### src/rtl/sd_pkg.sv
// Shared SD command-path types: field widths, arbiter FSM encoding, request-slot record.
package sd_pkg;

    localparam int CMD_W = 6;
    localparam int ARG_W = 32;

    typedef enum logic [1:0] {
        IDLE  = 2'd0,
        ISSUE = 2'd1,
        WAIT  = 2'd2
    } sd_state_e;

    typedef struct packed {
        logic [CMD_W-1:0] cmd;
        logic [ARG_W-1:0] arg;
        logic             sta40;
        logic             readit;
        logic             init;
    } sd_slot_t;

endpackage

### src/rtl/sdcmd_slot.sv
// Per-requester capture register: latches a command on an accepted start pulse, holds it
// pending until the arbiter clears it, and flags (one cycle later) starts that arrive while busy.
module sdcmd_slot
    import sd_pkg::*;
(
    input  logic             clk,
    input  logic             rst,
    input  logic [CMD_W-1:0] cmd_i,
    input  logic [ARG_W-1:0] arg_i,
    input  logic             sta_i,
    input  logic             sta40_i,
    input  logic             readit_i,
    input  logic             init_i,
    input  logic             busy_i,
    input  logic             clr_i,
    output sd_slot_t         slot_o,
    output logic             pend_o,
    output logic             drop_o
);

    sd_slot_t slot_q, slot_d;
    logic     pend_q, pend_d;
    logic     drop_q, drop_d;
    logic     start;

    always_comb begin
        start  = sta_i | sta40_i;
        slot_d = slot_q;
        pend_d = pend_q;
        drop_d = 1'b0;
        // clr only ever arrives while pending (hence busy), so it never races a capture
        if (clr_i) begin
            pend_d = 1'b0;
        end
        if (start) begin
            if (busy_i) begin
                drop_d = 1'b1;
            end else begin
                slot_d.cmd    = cmd_i;
                slot_d.arg    = arg_i;
                slot_d.sta40  = sta40_i;
                slot_d.readit = readit_i;
                slot_d.init   = init_i;
                pend_d        = 1'b1;
            end
        end
    end

    always_ff @(posedge clk) begin
        if (rst) begin
            slot_q <= '0;
            pend_q <= 1'b0;
            drop_q <= 1'b0;
        end else begin
            slot_q <= slot_d;
            pend_q <= pend_d;
            drop_q <= drop_d;
        end
    end

    assign slot_o = slot_q;
    assign pend_o = pend_q;
    assign drop_o = drop_q;

endmodule

### src/rtl/sdcmd_arbiter.sv
// Round-robin owner of the single SD command path between the card initializer (port 0) and
// the host disk manager (port 1); ownership is held until dev_rdy or the WAIT timeout fires.
module sdcmd_arbiter
    import sd_pkg::*;
#(
    parameter int unsigned TO_W    = 16,
    parameter int unsigned TIMEOUT = 16'hFFFF
) (
    input  logic             clk,
    input  logic             rst,
    input  logic [CMD_W-1:0] rq_cmd_0,
    input  logic [CMD_W-1:0] rq_cmd_1,
    input  logic [ARG_W-1:0] rq_arg_0,
    input  logic [ARG_W-1:0] rq_arg_1,
    input  logic             rq_sta_0,
    input  logic             rq_sta_1,
    input  logic             rq_sta40_0,
    input  logic             rq_sta40_1,
    input  logic             rq_readit_0,
    input  logic             rq_readit_1,
    input  logic             rq_init_0,
    input  logic             rq_init_1,
    output logic             rq_busy_0,
    output logic             rq_busy_1,
    output logic             rq_done_0,
    output logic             rq_done_1,
    output logic             rq_err_0,
    output logic             rq_err_1,
    output logic [CMD_W-1:0] out_cmd,
    output logic [ARG_W-1:0] out_arg,
    output logic             out_readit,
    output logic             out_init,
    output logic             out_sta,
    output logic             out_sta40,
    input  logic             dev_rdy,
    output logic             owner,
    output logic             active
);

    localparam logic [TO_W-1:0] TO_LIM = TO_W'(TIMEOUT);
    localparam bit              TO_EN  = (TIMEOUT != 0);

    sd_state_e       state_q, state_d;
    sd_slot_t        out_q, out_d;
    sd_slot_t        slot0, slot1;
    logic            own_q, own_d;
    logic            last_q, last_d;
    logic [TO_W-1:0] cnt_q, cnt_d, cnt_inc;
    logic [1:0]      done_q, done_d;
    logic [1:0]      toerr_q, toerr_d;
    logic            pend0, pend1, drop0, drop1;
    logic [1:0]      pend, busy, clr;
    logic            gnt, fin;

    assign pend    = {pend1, pend0};
    assign active  = (state_q != IDLE);
    assign busy[0] = pend0 | (active & ~own_q);
    assign busy[1] = pend1 | (active & own_q);

    sdcmd_slot u_slot0 (
        .clk      (clk),
        .rst      (rst),
        .cmd_i    (rq_cmd_0),
        .arg_i    (rq_arg_0),
        .sta_i    (rq_sta_0),
        .sta40_i  (rq_sta40_0),
        .readit_i (rq_readit_0),
        .init_i   (rq_init_0),
        .busy_i   (busy[0]),
        .clr_i    (clr[0]),
        .slot_o   (slot0),
        .pend_o   (pend0),
        .drop_o   (drop0)
    );

    sdcmd_slot u_slot1 (
        .clk      (clk),
        .rst      (rst),
        .cmd_i    (rq_cmd_1),
        .arg_i    (rq_arg_1),
        .sta_i    (rq_sta_1),
        .sta40_i  (rq_sta40_1),
        .readit_i (rq_readit_1),
        .init_i   (rq_init_1),
        .busy_i   (busy[1]),
        .clr_i    (clr[1]),
        .slot_o   (slot1),
        .pend_o   (pend1),
        .drop_o   (drop1)
    );

    // On a tie the port that did not finish last wins
    assign gnt     = (pend0 & pend1) ? ~last_q : pend1;
    assign cnt_inc = cnt_q + TO_W'(1);

    always_comb begin
        state_d = state_q;
        own_d   = own_q;
        last_d  = last_q;
        out_d   = out_q;
        cnt_d   = cnt_q;
        done_d  = 2'b00;
        toerr_d = 2'b00;
        fin     = 1'b0;
        clr     = 2'b00;
        case (state_q)
            IDLE: begin
                if (|pend) begin
                    own_d   = gnt;
                    out_d   = gnt ? slot1 : slot0;
                    state_d = ISSUE;
                end
            end
            ISSUE: begin
                cnt_d   = '0;
                state_d = WAIT;
            end
            WAIT: begin
                if (cnt_q != '1) begin
                    cnt_d = cnt_inc;
                end
                if (dev_rdy) begin
                    fin            = 1'b1;
                    done_d[own_q]  = 1'b1;
                end else if (TO_EN && (cnt_inc == TO_LIM)) begin
                    fin            = 1'b1;
                    toerr_d[own_q] = 1'b1;
                end
                if (fin) begin
                    clr[own_q] = 1'b1;
                    last_d     = own_q;
                    out_d      = '0;
                    state_d    = IDLE;
                end
            end
            default: begin
                out_d   = '0;
                state_d = IDLE;
            end
        endcase
    end

    always_ff @(posedge clk) begin
        if (rst) begin
            state_q <= IDLE;
            out_q   <= '0;
            own_q   <= 1'b0;
            last_q  <= 1'b1;
            cnt_q   <= '0;
            done_q  <= 2'b00;
            toerr_q <= 2'b00;
        end else begin
            state_q <= state_d;
            out_q   <= out_d;
            own_q   <= own_d;
            last_q  <= last_d;
            cnt_q   <= cnt_d;
            done_q  <= done_d;
            toerr_q <= toerr_d;
        end
    end

    assign rq_busy_0  = busy[0];
    assign rq_busy_1  = busy[1];
    assign rq_done_0  = done_q[0];
    assign rq_done_1  = done_q[1];
    assign rq_err_0   = drop0 | toerr_q[0];
    assign rq_err_1   = drop1 | toerr_q[1];
    assign out_cmd    = out_q.cmd;
    assign out_arg    = out_q.arg;
    assign out_readit = out_q.readit;
    assign out_init   = out_q.init;
    assign out_sta    = (state_q == ISSUE) & ~out_q.sta40;
    assign out_sta40  = (state_q == ISSUE) & out_q.sta40;
    assign owner      = own_q;

endmodule

### config.mk
export PLATFORM = sky130hd
export DESIGN_NAME = sdcmd_arbiter
export DESIGN_NICKNAME = d
export VERILOG_FILES = /design/src/rtl/sd_pkg.sv /design/src/rtl/sdcmd_slot.sv /design/src/rtl/sdcmd_arbiter.sv
export SDC_FILE = /design/constraint.sdc
export NUM_CORES = 1
export LEC_CHECK = 0
export ABC_CLOCK_PERIOD_IN_PS = 4700
export CAP_MARGIN = 20
export CORE_UTILIZATION = 50
export DETAILED_ROUTE_END_ITERATION = 8
export DONT_BUFFER_PORTS = 1
export GPL_TIMING_DRIVEN = 1
export SLEW_MARGIN = 5
export SYNTH_ARGS = -nofsm -noshare
export SYNTH_HDL_FRONTEND = slang
export SYNTH_HIERARCHICAL = 1
export SYNTH_SLANG_ARGS = --single-unit
export TNS_END_PERCENT = 20
### constraint.sdc
create_clock -name clk -period 4.7 [get_ports clk]
set_input_delay 0.705 -clock clk [delete_from_list [all_inputs] [get_ports clk]]
set_output_delay 0.705 -clock clk [all_outputs]
set_load 0.02 [all_outputs]
# Word-level counts from Yosys, hierarchy flattened
# Cells that the tools add are included.
[totals]
word_cells = 98
latchBits = 0
ff_bits = 151
mem_count = 0
ram_bits = 0
rom_bits = 0
out_inout_bits = 50
[op_classes]
eq_ne = 7
magnitude_cmp = 2
div_mod_pow = 0
multipliers = 0
n_bitwise = 22
shifts = 0
muxes = 25
n_reduce_logical = 16
add_sub_neg = 1
[ops]
columns = ["cell", "n"]
rows = [
  ["$mux W41", 3],
  ["$pmux W41 S3", 1],
  ["$pmux W16 S2", 1],
  ["$add A16 B1 Y16 const B", 1],
  ["$eq A16 B16 Y1 const B", 1],
  ["$mux W16", 1],
  ["$ne A16 B16 Y1 const B", 1],
  ["$mux W1", 13],
  ["$reduce_and A2 Y1", 6],
  ["$not A1 Y1", 11],
  ["$mux W2", 4],
  ["$ne A2 B2 Y1 const B", 3],
  ["$or A1 B1 Y1", 6],
  ["$pmux W2 S3", 1],
  ["$reduce_or A2 Y1", 3],
  ["$and A1 B1 Y1", 5],
  ["$reduce_bool A2 Y1", 2],
  ["$reduce_or A4 Y1", 1],
  ["$reduce_and A3 Y1", 1],
  ["$reduce_or A3 Y1", 1],
  ["$eq A2 B1 Y1 const B", 1],
  ["$eq A2 B2 Y1 const B", 1],
  ["$logic_not A2 Y1", 1],
  ["$lt A1 B2 Y1 const B", 1],
  ["other kinds (3)", 3],
]

# Longest topological paths before layout
# Gate-level depths: netlist of run 1.
[depth]
word_depth = 10
mapped_depth = 11

# Modules after synthesis
# Netlist of run 1, hierarchy kept.
[modules_own_cells]
columns = ["module", "area_each_um2", "n_inst", "cells_each", "seq_area_each_um2"]
rows = [
  ["sdcmd_arbiter", 3774.9, 1, 378, 1301.2],
  ["sdcmd_slot", 1627.8, 2, 186, 860.8],
]

# Worst setup path before layout of run 1
# OpenSTA, ideal clock, no wires.
[synth_path]
path_type = "reg2reg"
from = "register cnt_q[1]"
to = "register out_q (netlist bit out_arg[0])"
setup_time_ns = 0.132
period_less_slack_ns = 2.362
arrival_ns = 2.230
stages_incl_launch_ff = 9
setup_slack_ns = 2.338
path_cell_list = "dfxtp_1 > ha_1 > nand3b_1 > nor4_1 > o32ai_4 > o41ai_4 > o41ai_4 > buf_6 > o2bb2ai_2"
[synth_between]
elab_chain_len = 7
[synth_rtl]
columns = ["item", "line", "rtl"]
rows = [
  ["start, declared", "sdcmd_arbiter.sv:48", "logic [TO_W-1:0] cnt_q, cnt_d, cnt_inc;"],
  ["start signal, assigned", "sdcmd_arbiter.sv:157", "cnt_q <= cnt_d;"],
  ["$add A16 B1 Y16", "sdcmd_arbiter.sv:94", "assign cnt_inc = cnt_q + TO_W'(1);"],
  ["$eq A16 B16 Y1", "sdcmd_arbiter.sv:125", "end else if (TO_EN && (cnt_inc == TO_LIM)) begin"],
  ["$mux W1", "sdcmd_arbiter.sv:125", ""],
  ["$mux W1", "sdcmd_arbiter.sv:122", "if (dev_rdy) begin"],
  ["$mux W1", "sdcmd_arbiter.sv:106", "case (state_q)"],
  ["$ne A2 B2 Y1 (no source line)", "-", ""],
  ["$reduce_and A3 Y1 (no source line)", "-", ""],
  ["end signal, assigned", "sdcmd_arbiter.sv:154", "out_q <= out_d;"],
  ["end, declared", "sdcmd_arbiter.sv:44", "sd_slot_t out_q, out_d;"],
]
# Every way passes these cells. The select of a mux whose other input is x is not followed.
# A chain may end at the register's enable or synchronous reset.

# Final worst setup path of run 1
[layout_path]
from = "register cnt_q[1]"
to = "register cnt_q[9]"
[layout_between]
elab_chain_len = 3
[layout_rtl]
columns = ["item", "line"]
rows = [
  ["$add A16 B1 Y16 or $ne A16 B16 Y1 (tied branches)", "sdcmd_arbiter.sv:94, sdcmd_arbiter.sv:119"],
  ["$mux W16 or $ne A2 B2 Y1 (tied branches)", "-"],
  ["$pmux W16 S2 or $reduce_and A2 Y1 (tied branches)", "-"],
]
# Parallel ways exist; a longest one is shown, timed or not. The select of a mux whose other input is x is not followed.

==> run_results.csv, run 1 <==
group,metric,value,unit
status,status,"complete, no violations",
pwr,cellPowerDensity,477,nW/µm²
critical_path,cp.arrival,3.35,ns
global_route,grt_pass1_wl,25.3,mm
cells_and_area,nNetsFinal,767,
synth,synth_seq_cells,151,
floorplanning,start_util,0.523,
global_route,grt_pass1_vias,4849,
synth,syn-cell-area,7030,µm²
timing,hold_viol,0,
timing,tightestPinTransition,1.03,ns
clocking,cts_tree,"yes",
pwr,pwr-share-clk,0.407,
floorplanning,die_height,121,µm
detailed_routing,antenna_left,0,
global_route,globalRouteOverflowTotal,0,
timing,slew_violations,0,
critical_path,max_stage_delay,0.63,ns
detailed_routing,avgRoutedWirePerCell,18.1,µm
synth,syn_avg_cell_area,9.37,µm²
placed_design,place_congestion,0.857,
synth,yosys.area.top_type,"dfxtp_1",
cells_and_area,antenna_cells,0,
synth,synth_ff_type,"dfxtp_1",
clocking,cts_root_buf,"clkbuf_16",
critical_path,critical_path.top_delay_family,"simple AND/OR/NAND/NOR gates",
pwr,p_sw,996,µW
pwr,power.share.switching,0.287,
clocking,postCtsHoldBufs,0,
critical_path,r2r_setup_slack,1.68,ns
pwr,power,3.47,mW
floorplanning,fp.coreArea,13500,µm²
clocking,clk_pin_slew,0.06,ns
global_route,grt_antenna_before_repair,0,
pwr,comb_power_share,0.155,
critical_path,cp_cell_sequence,"ha_1, nand3_1, nor4_2, a31o_1, and2_1, a21oi_1, a211oi_1",
timing,fin_tns_setup,0,ns
critical_path,reg2reg_from,"cnt_q[1]",
critical_path,cp_slowest_cell,"a31o_1",
global_route,grtUsageTotal,0.225,
timing,rsz0062_at_grt,"false",
pwr,leakagePower,2.54,nW
cells_and_area,drive_gt1_frac,0.190,
synth,post_synth_num_cell_types,52,
synth,netlist_instances,750,
worst_hold_path,whs_path_depth,1,
critical_path,reg2reg_to,"cnt_q[9]",
clocking,cts_setup_buffers,0,
floorplanning,fp.dieW,121,µm
pwr,p_int,2.47,mW
synth,synth_edf_count,0,
synth,yosys-top-cells-area,"dfxtp_1 (43%), nand2_1 (9.1%), o2bb2ai_2 (8.5%), mux2i_1 (6.1%), a21oi_2 (5.0%)",
timing,slew_headroom,0.316,
floorplanning,rows,42,
synth,synth-seq-area-share,0.430,
job,maxCapViolCount,0,
critical_path,cp.required,5.03,ns
critical_path,critical_path_class,"register to register",
placed_design,io_buffers,0,
worst_hold_path,hold_class,"input port to register",
clocking,ctsLongestPathBuffers,2,
timing,timing.final.crit_period,3.02,ns
critical_path,reg2regPathDepth,7,
timing,fmax,331,MHz
placed_design,dp_hpwl,9.98,mm
global_route,grt_max_degree,113,
critical_path,start_kind,"register",
clocking,ctsResizeCount,0,
detailed_routing,vias_per_cell,5.64,
detailed_routing,dr.pass1.iters,5,
worst_hold_path,min_to,"u_slot0/drop_o",
synth,synth_top_area_frac,0.430,
synth,yosysMostFrequentCell,"nand2_1",
critical_path,cp_max_fo,18,
floorplanning,ios,137,
synth,async_reset_ff_frac,0,
cells_and_area,instances_no_fill,867,
clocking,clock_sinks,151,
clocking,htree_levels,4,
pwr,pwr-share-seq,0.438,
floorplanning,dieArea,14500,µm²
placed_design,dp.cells,835,
cells_and_area,fillers,1227,
synth,ys_warn_count,6,
detailed_routing,drc,0,
clocking,clock_latency,0.42,ns
critical_path,cp_num_buf_inv,0,
timing,finClkSkew,0.00837,ns
synth,synthesis.nets,839,
worst_hold_path,worstHoldStart,"rst",
timing,fin_crit_sh,0.643,
cells_and_area,syn2layout_area_growth,3.43,%
clocking,numCtsBuffers,17,
detailed_routing,drt_iter0_markers,282,
pwr,peakVddDrop,258,µV
detailed_routing,vias,4891,
timing,setup_viol,0,
synth,synth_common_cells,"nand2_1 (171), dfxtp_1 (151), a21oi_1 (67), mux2i_1 (43)",
critical_path,crit_path_end_kind,"register",
detailed_routing,routed_wl,15.7,mm
[cell families after synthesis]
group / Yosys count / share of synthesized area
DFF: 151 / 0.430
AOI/OAI and AO/OA: 189 / 0.240
adders and majority gates: 2 / 0.00356
muxes: 43 / 0.0612
xor gates and xnor gates: 2 / 0.00249
buffers and inverters: 106 / 0.100
and+or+nand+nor: 257 / 0.162
[flip-flops by register name (all words and copies together), names as in the netlist, 2 cells and up]
register and flops:
cnt_q 16, done_q 2, out_arg 32, out_cmd 6
state_q 2, toerr_q 2, u_slot0/slot_o 41, u_slot1/slot_o 41
[worst max path at each step]
stage | start | to | slack, ns | cells after the start
2_1_floorplan | cnt_q[1] | out_arg[0] | 2.34 | 8
3_3_place_gp | cnt_q[0] | cnt_q[9] | 1.86 | 7
3_5_place_dp | cnt_q[0] | cnt_q[9] | 1.74 | 7
4_1_cts | cnt_q[0] | out_arg[24] | 1.73 | 8
5_1_grt | cnt_q[0] | cnt_q[9] | 1.36 | 7
6_report | cnt_q[1] | cnt_q[9] | 1.68 | 7
[power groups by stage]
| stage | Clock (mW) | Combinational, mW | Sequential [mW] |
|---|---|---|---|
| 3_3_place_gp | 0 | 0.514 | 1.54 |
| 3_5_place_dp | 0 | 0.541 | 1.55 |
| 6_report | 1.41 | 0.536 | 1.52 |
| 2_1_floorplan | 0 | 0.576 | 1.48 |
| 5_1_grt | 1.51 | 0.587 | 1.53 |
| 4_1_cts | 1.44 | 0.543 | 1.52 |
[area by class of cell]
cell class / count / area, µm² / area share
clock buffers: 20 / 437 / 0.0600
inverters: 9 / 33.8 / 0.00465
clock inverters: 12 / 174 / 0.0239
multi-input cells: 493 / 3310 / 0.456
well taps: 176 / 220 / 0.0303
repair buffers: 6 / 70.1 / 0.00964
flip-flops and latches: 151 / 3020 / 0.416
[routing by layer]
metal	part of all wire	wire, µm	track usage
met3	0.063	994	0.0646
met1	0.44	6900	0.283
met2	0.49	7630	0.363
met5	0	0	0
met4	0.011	176	0.0856
[through the flow]
stage / setup slack, ns / cell area [µm²] / hold WS [ns] / utilization
3_3_place_gp: 1.86 / 6620 / 0.437 / 0.492
5_1_grt: 1.36 / 7270 / 0.331 / 0.541
6_report: 1.68 / 7270 / 0.373 / 0.541
3_5_place_dp: 1.74 / 6660 / 0.439 / 0.495
4_1_cts: 1.73 / 7270 / 0.335 / 0.541
2_1_floorplan: 2.34 / 7030 / 0.421 / -
[placed cells by master, fill, tap and decap left out, drive strengths merged, types with 3 or more instances in the layout]
cell type  netlist  layout
nand2          171     171
dfxtp          151     151
a21oi          107     107
mux2i           43      43
o2bb2ai         41      41
nor2            29      29
clkbuf          22      20
o21ai           12      12
inv              9      11
nor4             9       9
nand4            8       8
nand3b           7       7
nand3            7       7
nand2b           6       6
a211oi           6       6
buf             75       6
clkinv           0       5
nor3             4       4
bufinv           0       4
a21o             3       3
a31oi            3       3
o41ai            3       3
Power figures use the tool's default switching activity.
==> run 2, diff against run 1 <==
Settings changed: ABC_AREA from default to 1, ABC_CLOCK_PERIOD_IN_PS 4700 to 2560, PLACE_DENSITY from default to 0.68.
Clock period 4.7 ns to 2.56 ns, I/O delays scaled along.
==> run_results.csv, run 2 <==
group,metric,value,unit
timing,hold_viol,0,
synth,synth_common_cells,"nor2_1 (314), nand2_1 (228), dfxtp_1 (151), nand3_1 (134), inv_1 (118)",
timing,setup_viol,0,
synth,synth_ff_type,"dfxtp_1",
placed_design,pre_cts_slack,0.250,ns
pwr,comb_power_share,0.225,
timing,timing.final.crit_period,2.32,ns
pwr,leakagePower,3.77,nW
global_route,grt_pass1_wl,30.2,mm
critical_path,critical_path_class,"register to register",
synth,post_synth_num_cell_types,27,
global_route,grt_pass1_vias,5920,
critical_path,crit_path_end_kind,"register",
global_route,grtUsageTotal,0.244,
critical_path,cp.arrival,2.63,ns
synth,netlist_instances,1187,
floorplanning,ios,137,
detailed_routing,drt_iter0_markers,675,
synth,ys_warn_count,6,
global_route,grt_antenna_before_repair,0,
cells_and_area,final_common_cell,"nor2_1",
global_route,grt_max_degree,60,
critical_path,start_kind,"register",
status,status,"finished with violations",
timing,fmax,431,MHz
pwr,pwr-share-seq,0.436,
synth,synth-seq-area-share,0.399,
clocking,numCtsBuffers,17,
detailed_routing,drc,16,
synth,yosys-top-cells-area,"dfxtp_1 (40%), nor2_1 (16%), nand2_1 (11%), nand3_1 (8.8%), inv_1 (5.8%)",
placed_design,io_buffers,0,
synth,syn_avg_cell_area,6.39,µm²
synth,synth_top_area_frac,0.399,
critical_path,cp.required,2.87,ns
detailed_routing,routed_wl,18.3,mm
timing,fin_tns_setup,0,ns
global_route,grt_use_met2,0.341,
floorplanning,rows,44,
detailed_routing,vias,6562,
critical_path,startpoint,"cnt_q[1]",
detailed_routing,vias_per_cell,4.99,
pwr,p_int,4.75,mW
critical_path,cp_max_fo,56,
synth,yosys.area.top_type,"dfxtp_1",
floorplanning,die_height,125,µm
synth,yosysMostFrequentCell,"nor2_1",
floorplanning,dieArea,15700,µm²
synth,synthesis.nets,1276,
cells_and_area,fin_util,0.540,
clocking,cts_root_buf,"clkbuf_16",
clocking,ctsResizeCount,0,
pwr,power,7.16,mW
clocking,ctsLongestPathBuffers,2,
critical_path,reg2reg_from,"cnt_q[1]",
pwr,p_sw,2.41,mW
timing,tightestPinTransition,0.866,ns
placed_design,place_area,7320,µm²
pwr,cellPowerDensity,905,nW/µm²
detailed_routing,dr.pass1.iters,7,
timing,slew_headroom,0.422,
worst_hold_path,hold_class,"input port to register",
global_route,busiest_layer,"met1",
synth,synth_seq_cells,151,
placed_design,dp_hpwl,12.8,mm
global_route,globalRouteOverflowTotal,0,
synth,syn-cell-area,7580,µm²
clocking,postCtsHoldBufs,0,
detailed_routing,antenna_left,0,
job,maxCapViolCount,0,
timing,hold_ws,0.0346,ns
pwr,power.share.switching,0.337,
pwr,peakVddDrop,539,µV
placed_design,dp.cells,1283,
clocking,clk_pin_slew,0.06,ns
timing,fin_ws,0.240,ns
cells_and_area,drive_gt1_frac,0.0593,
clocking,htree_levels,4,
clocking,clock_sinks,151,
clocking,clock_latency,0.42,ns
global_route,met1_usage,0.359,
floorplanning,start_util,0.518,
worst_hold_path,worstHoldStart,"rst",
timing,rsz0062_at_grt,"false",
pwr,pwr-share-clk,0.339,
placed_design,place_congestion,0.858,
clocking,cts_setup_buffers,0,
detailed_routing,avgRoutedWirePerCell,14.0,µm
timing,finClkSkew,0.00849,ns
cells_and_area,antenna_cells,0,
cells_and_area,nNetsFinal,1207,
synth,async_reset_ff_frac,0,
clocking,cts_tree,"yes",
timing,fin_crit_sh,0.906,
cells_and_area,syn2layout_area_growth,4.32,%
status,violations,"DRC",
floorplanning,fp.coreArea,14600,µm²
cells_and_area,final_cell_mix,"nor2_1 (314), nand2_1 (228), dfxtp_1 (151)",
synth,synth_edf_count,0,
cells_and_area,final_cell_area,7910,µm²
floorplanning,fp.dieW,125,µm
cells_and_area,instances_no_fill,1314,
timing,slew_violations,0,
global_route,gr-usage-met3,0.0727,
## run 2: logic make-up after synthesis
kind of cell             after synthesis  share of synthesized area
XOR/XNOR                               2                    0.00231
buffers and inverters                228                      0.145
AND/OR/NAND/NOR                      701                      0.381
adder cells (fa/ha/maj)                2                    0.00330
flip-flops                           151                      0.399
AO/OA/AOI/OAI                        103                     0.0693
## run 2: per-layer routing
layer | wire length (µm) | vias to the layer above
met5 | 0 | -
met4 | 190 | 0
met3 | 1270 | 17
met2 | 7440 | 170
met1 | 9450 | 2888
li1 | - | 3487
## run 2: worst paths after layout
check	to	cells after the start	slack, ns
worst min register to register	last_q	2	0.48
worst min-delay path	u_slot0/pend_o	1	0.03
worst max register to register	out_arg[11]	15	0.24
worst max-delay path	out_arg[11]	15	0.24
## run 2: worst max-delay path: stages (launching register included)
cell,delay [ns]
dfxtp_1,0.41
ha_2,0.26
inv_1,0.07
nor2_2,0.16
nand2_1,0.07
nand2_1,0.08
nand2_1,0.05
nor2_1,0.09
nand2_1,0.06
nor2_1,0.12
nand3_2,0.13
nand2_4,0.19
buf_16,0.25
nand3_1,0.10
nand2_1,0.11
nor2_1,0.04
## run 2: area by class of cell
| cell class | count | area, µm² |
|---|---|---|
| well taps | 184 | 230 |
| flip-flops and latches | 151 | 3020 |
| fillers | 1494 | 6730 |
| clock inverters | 8 | 97.6 |
| clock buffers | 23 | 478 |
| inverters | 123 | 462 |
| multi-input cells | 808 | 3470 |
| repair buffers | 17 | 148 |
## run 2: power by group through the flow
stage,combinational [mW],sequential [mW],clock [mW]
finish,1.61,3.12,2.43
CTS,1.61,3.12,2.47
floorplan,1.67,2.91,0
global placement,1.59,3.16,0
detailed placement,1.60,3.17,0
global route,1.88,3.17,2.56
==> run 3, diff against run 2 <==
==> constraint.sdc (replaced) <==
create_clock -name clk -period 2.56 [get_ports clk]
set_input_delay 0.128 -clock clk [delete_from_list [all_inputs] [get_ports clk]]
set_output_delay 0.128 -clock clk [all_outputs]
set_load 0.02 [all_outputs]
==> run_results.csv, run 3 (synthesis results as in run 2) <==
group,metric,value,unit
critical_path,cp_max_fo,27,
floorplanning,dieArea,15700,µm²
cells_and_area,final_cell_mix,"nor2_1 (314), nand2_1 (228), dfxtp_1 (151)",
timing,fmax,433,MHz
floorplanning,ios,137,
pwr,cellPowerDensity,845,nW/µm²
detailed_routing,routed_wl,19.6,mm
floorplanning,fp.coreArea,14600,µm²
floorplanning,fp.dieW,125,µm
status,status,"finished with violations",
cells_and_area,multiInputGateArea,3470,µm²
detailed_routing,dr.pass1.iters,7,
floorplanning,rows,44,
cells_and_area,antenna_cells,0,
global_route,grt_pass1_wl,31.9,mm
detailed_routing,drt_iter0_markers,759,
critical_path,cp_num_buf_inv,1,
timing,slew_headroom,0.303,
timing,slew_violations,0,
placed_design,pre_cts_slack,0.241,ns
global_route,grt_pass1_vias,6321,
clocking,clk_pin_slew,0.06,ns
cells_and_area,drive_gt1_frac,0.0583,
critical_path,cp_slowest_cell,"dfxtp_1",
cells_and_area,nNetsFinal,1293,
pwr,leakagePower,4.16,nW
critical_path,crit_path_end_kind,"register",
timing,finClkSkew,0.0102,ns
cells_and_area,final_common_cell,"nor2_1",
detailed_routing,drc,16,
placed_design,place_congestion,0.865,
detailed_routing,avgRoutedWirePerCell,14.0,µm
pwr,peakVddDrop,504,µV
timing,fin_ws,0.249,ns
timing,fin_crit_sh,0.903,
placed_design,io_buffers,0,
critical_path,cp.arrival,2.62,ns
timing,timing.final.crit_period,2.31,ns
clocking,numCtsBuffers,17,
timing,rsz0062_at_grt,"false",
global_route,grtUsageTotal,0.256,
cells_and_area,fillers,1409,
detailed_routing,vias_per_cell,5.04,
clocking,ctsLongestPathBuffers,2,
timing,tightestPinTransition,1.04,ns
timing,setup_viol,0,
cells_and_area,syn2layout_area_growth,16.3,%
global_route,grt_antenna_before_repair,0,
critical_path,critical_path_class,"register to register",
job,maxCapViolCount,0,
clocking,cts_root_buf,"clkbuf_16",
detailed_routing,vias,7067,
global_route,globalRouteOverflowTotal,0,
critical_path,cp.required,2.87,ns
detailed_routing,antenna_left,0,
worst_hold_path,hold_class,"input port to register",
critical_path,critical_path.top_delay_family,"simple AND/OR/NAND/NOR gates",
floorplanning,die_height,125,µm
critical_path,max_stage_delay,0.40,ns
clocking,cts_tree,"yes",
timing,fin_tns_setup,0,ns
clocking,clock_sinks,151,
clocking,clock_latency,0.42,ns
critical_path,start_kind,"register",
clocking,htree_levels,4,
critical_path,cp_cell_sequence,"ha_1, nand3_1, o21bai_1, nand2_1, nor2_1, nand2_1, nor2_1, nand3_2, nand2_4, buf_12, nand3_1, nand2_1, nor2_1",
global_route,grt_max_degree,67,
clocking,cts_setup_buffers,0,
status,violations,"DRC",
timing,hold_viol,0,
floorplanning,start_util,0.518,
placed_design,dp_hpwl,12.9,mm
cells_and_area,seqCellArea,3020,µm²
## run 3: metal layers
layer	routed length, µm	track usage	part of all wire
met4	342	0.0882	0.017
met2	8250	0.367	0.42
met5	0	0	0
met1	9510	0.371	0.49
met3	1490	0.0659	0.076
## run 3: power by group
part           switching (mW)  leakage, nW  internal [mW]
logic                    1.11         2.62          0.622
clock network            1.03        0.289           1.57
registers               0.412         1.25           2.71
## run 3: final timing paths
check        slack (ns)  depth (start not counted)            endpoint          from
max reg2reg        0.25                         13          out_cmd[5]      cnt_q[1]
min               0.008                          4  u_slot1/slot_o[19]  rq_arg_1[16]
max                0.25                         13          out_cmd[5]      cnt_q[1]
min reg2reg        0.48                          2              last_q        last_q
## run 3: repair_timing
item                                    CTS  global route
endpoints found under the hold margin   112             0
endpoints found under the setup margin    0            25
hold buffers                             85             0
resized for setup                         0             1
## run 3: final cells by class
type                            count  area share
Clock buffer                       18      0.0498
Sequential cell                   151       0.343
Multi-Input combinational cell    808       0.394
Timing Repair Buffer              103       0.115
Clock inverter                     14      0.0197
Inverter                          123      0.0524
Tap cell                          184      0.0261
## run 3: worst reg2reg max path: cells and delay by family, from the launching register on
| kind | cells | cell delay, ns |
|---|---|---|
| buf+inv | 1 | 0.21 |
| simple gates | 10 | 1.13 |
| flops | 1 | 0.40 |
| fa+ha+maj | 1 | 0.25 |
| compound gates | 1 | 0.21 |
## run 3: metrics by stage
stage / hold slack [ns] / util / instance area (µm²) / cells / power (mW)
2_1_floorplan: 0.197 / - / 7580 / 1187 / 4.58
6_report: 0.00840 / 0.602 / 8820 / 1401 / 7.45
4_1_cts: 0.00128 / 0.600 / 8790 / 1400 / 7.45
3_3_place_gp: 0.206 / 0.500 / 7320 / 1283 / 4.75
3_5_place_dp: 0.204 / 0.500 / 7320 / 1283 / 4.77
5_1_grt: 0.0310 / 0.602 / 8820 / 1401 / 7.88
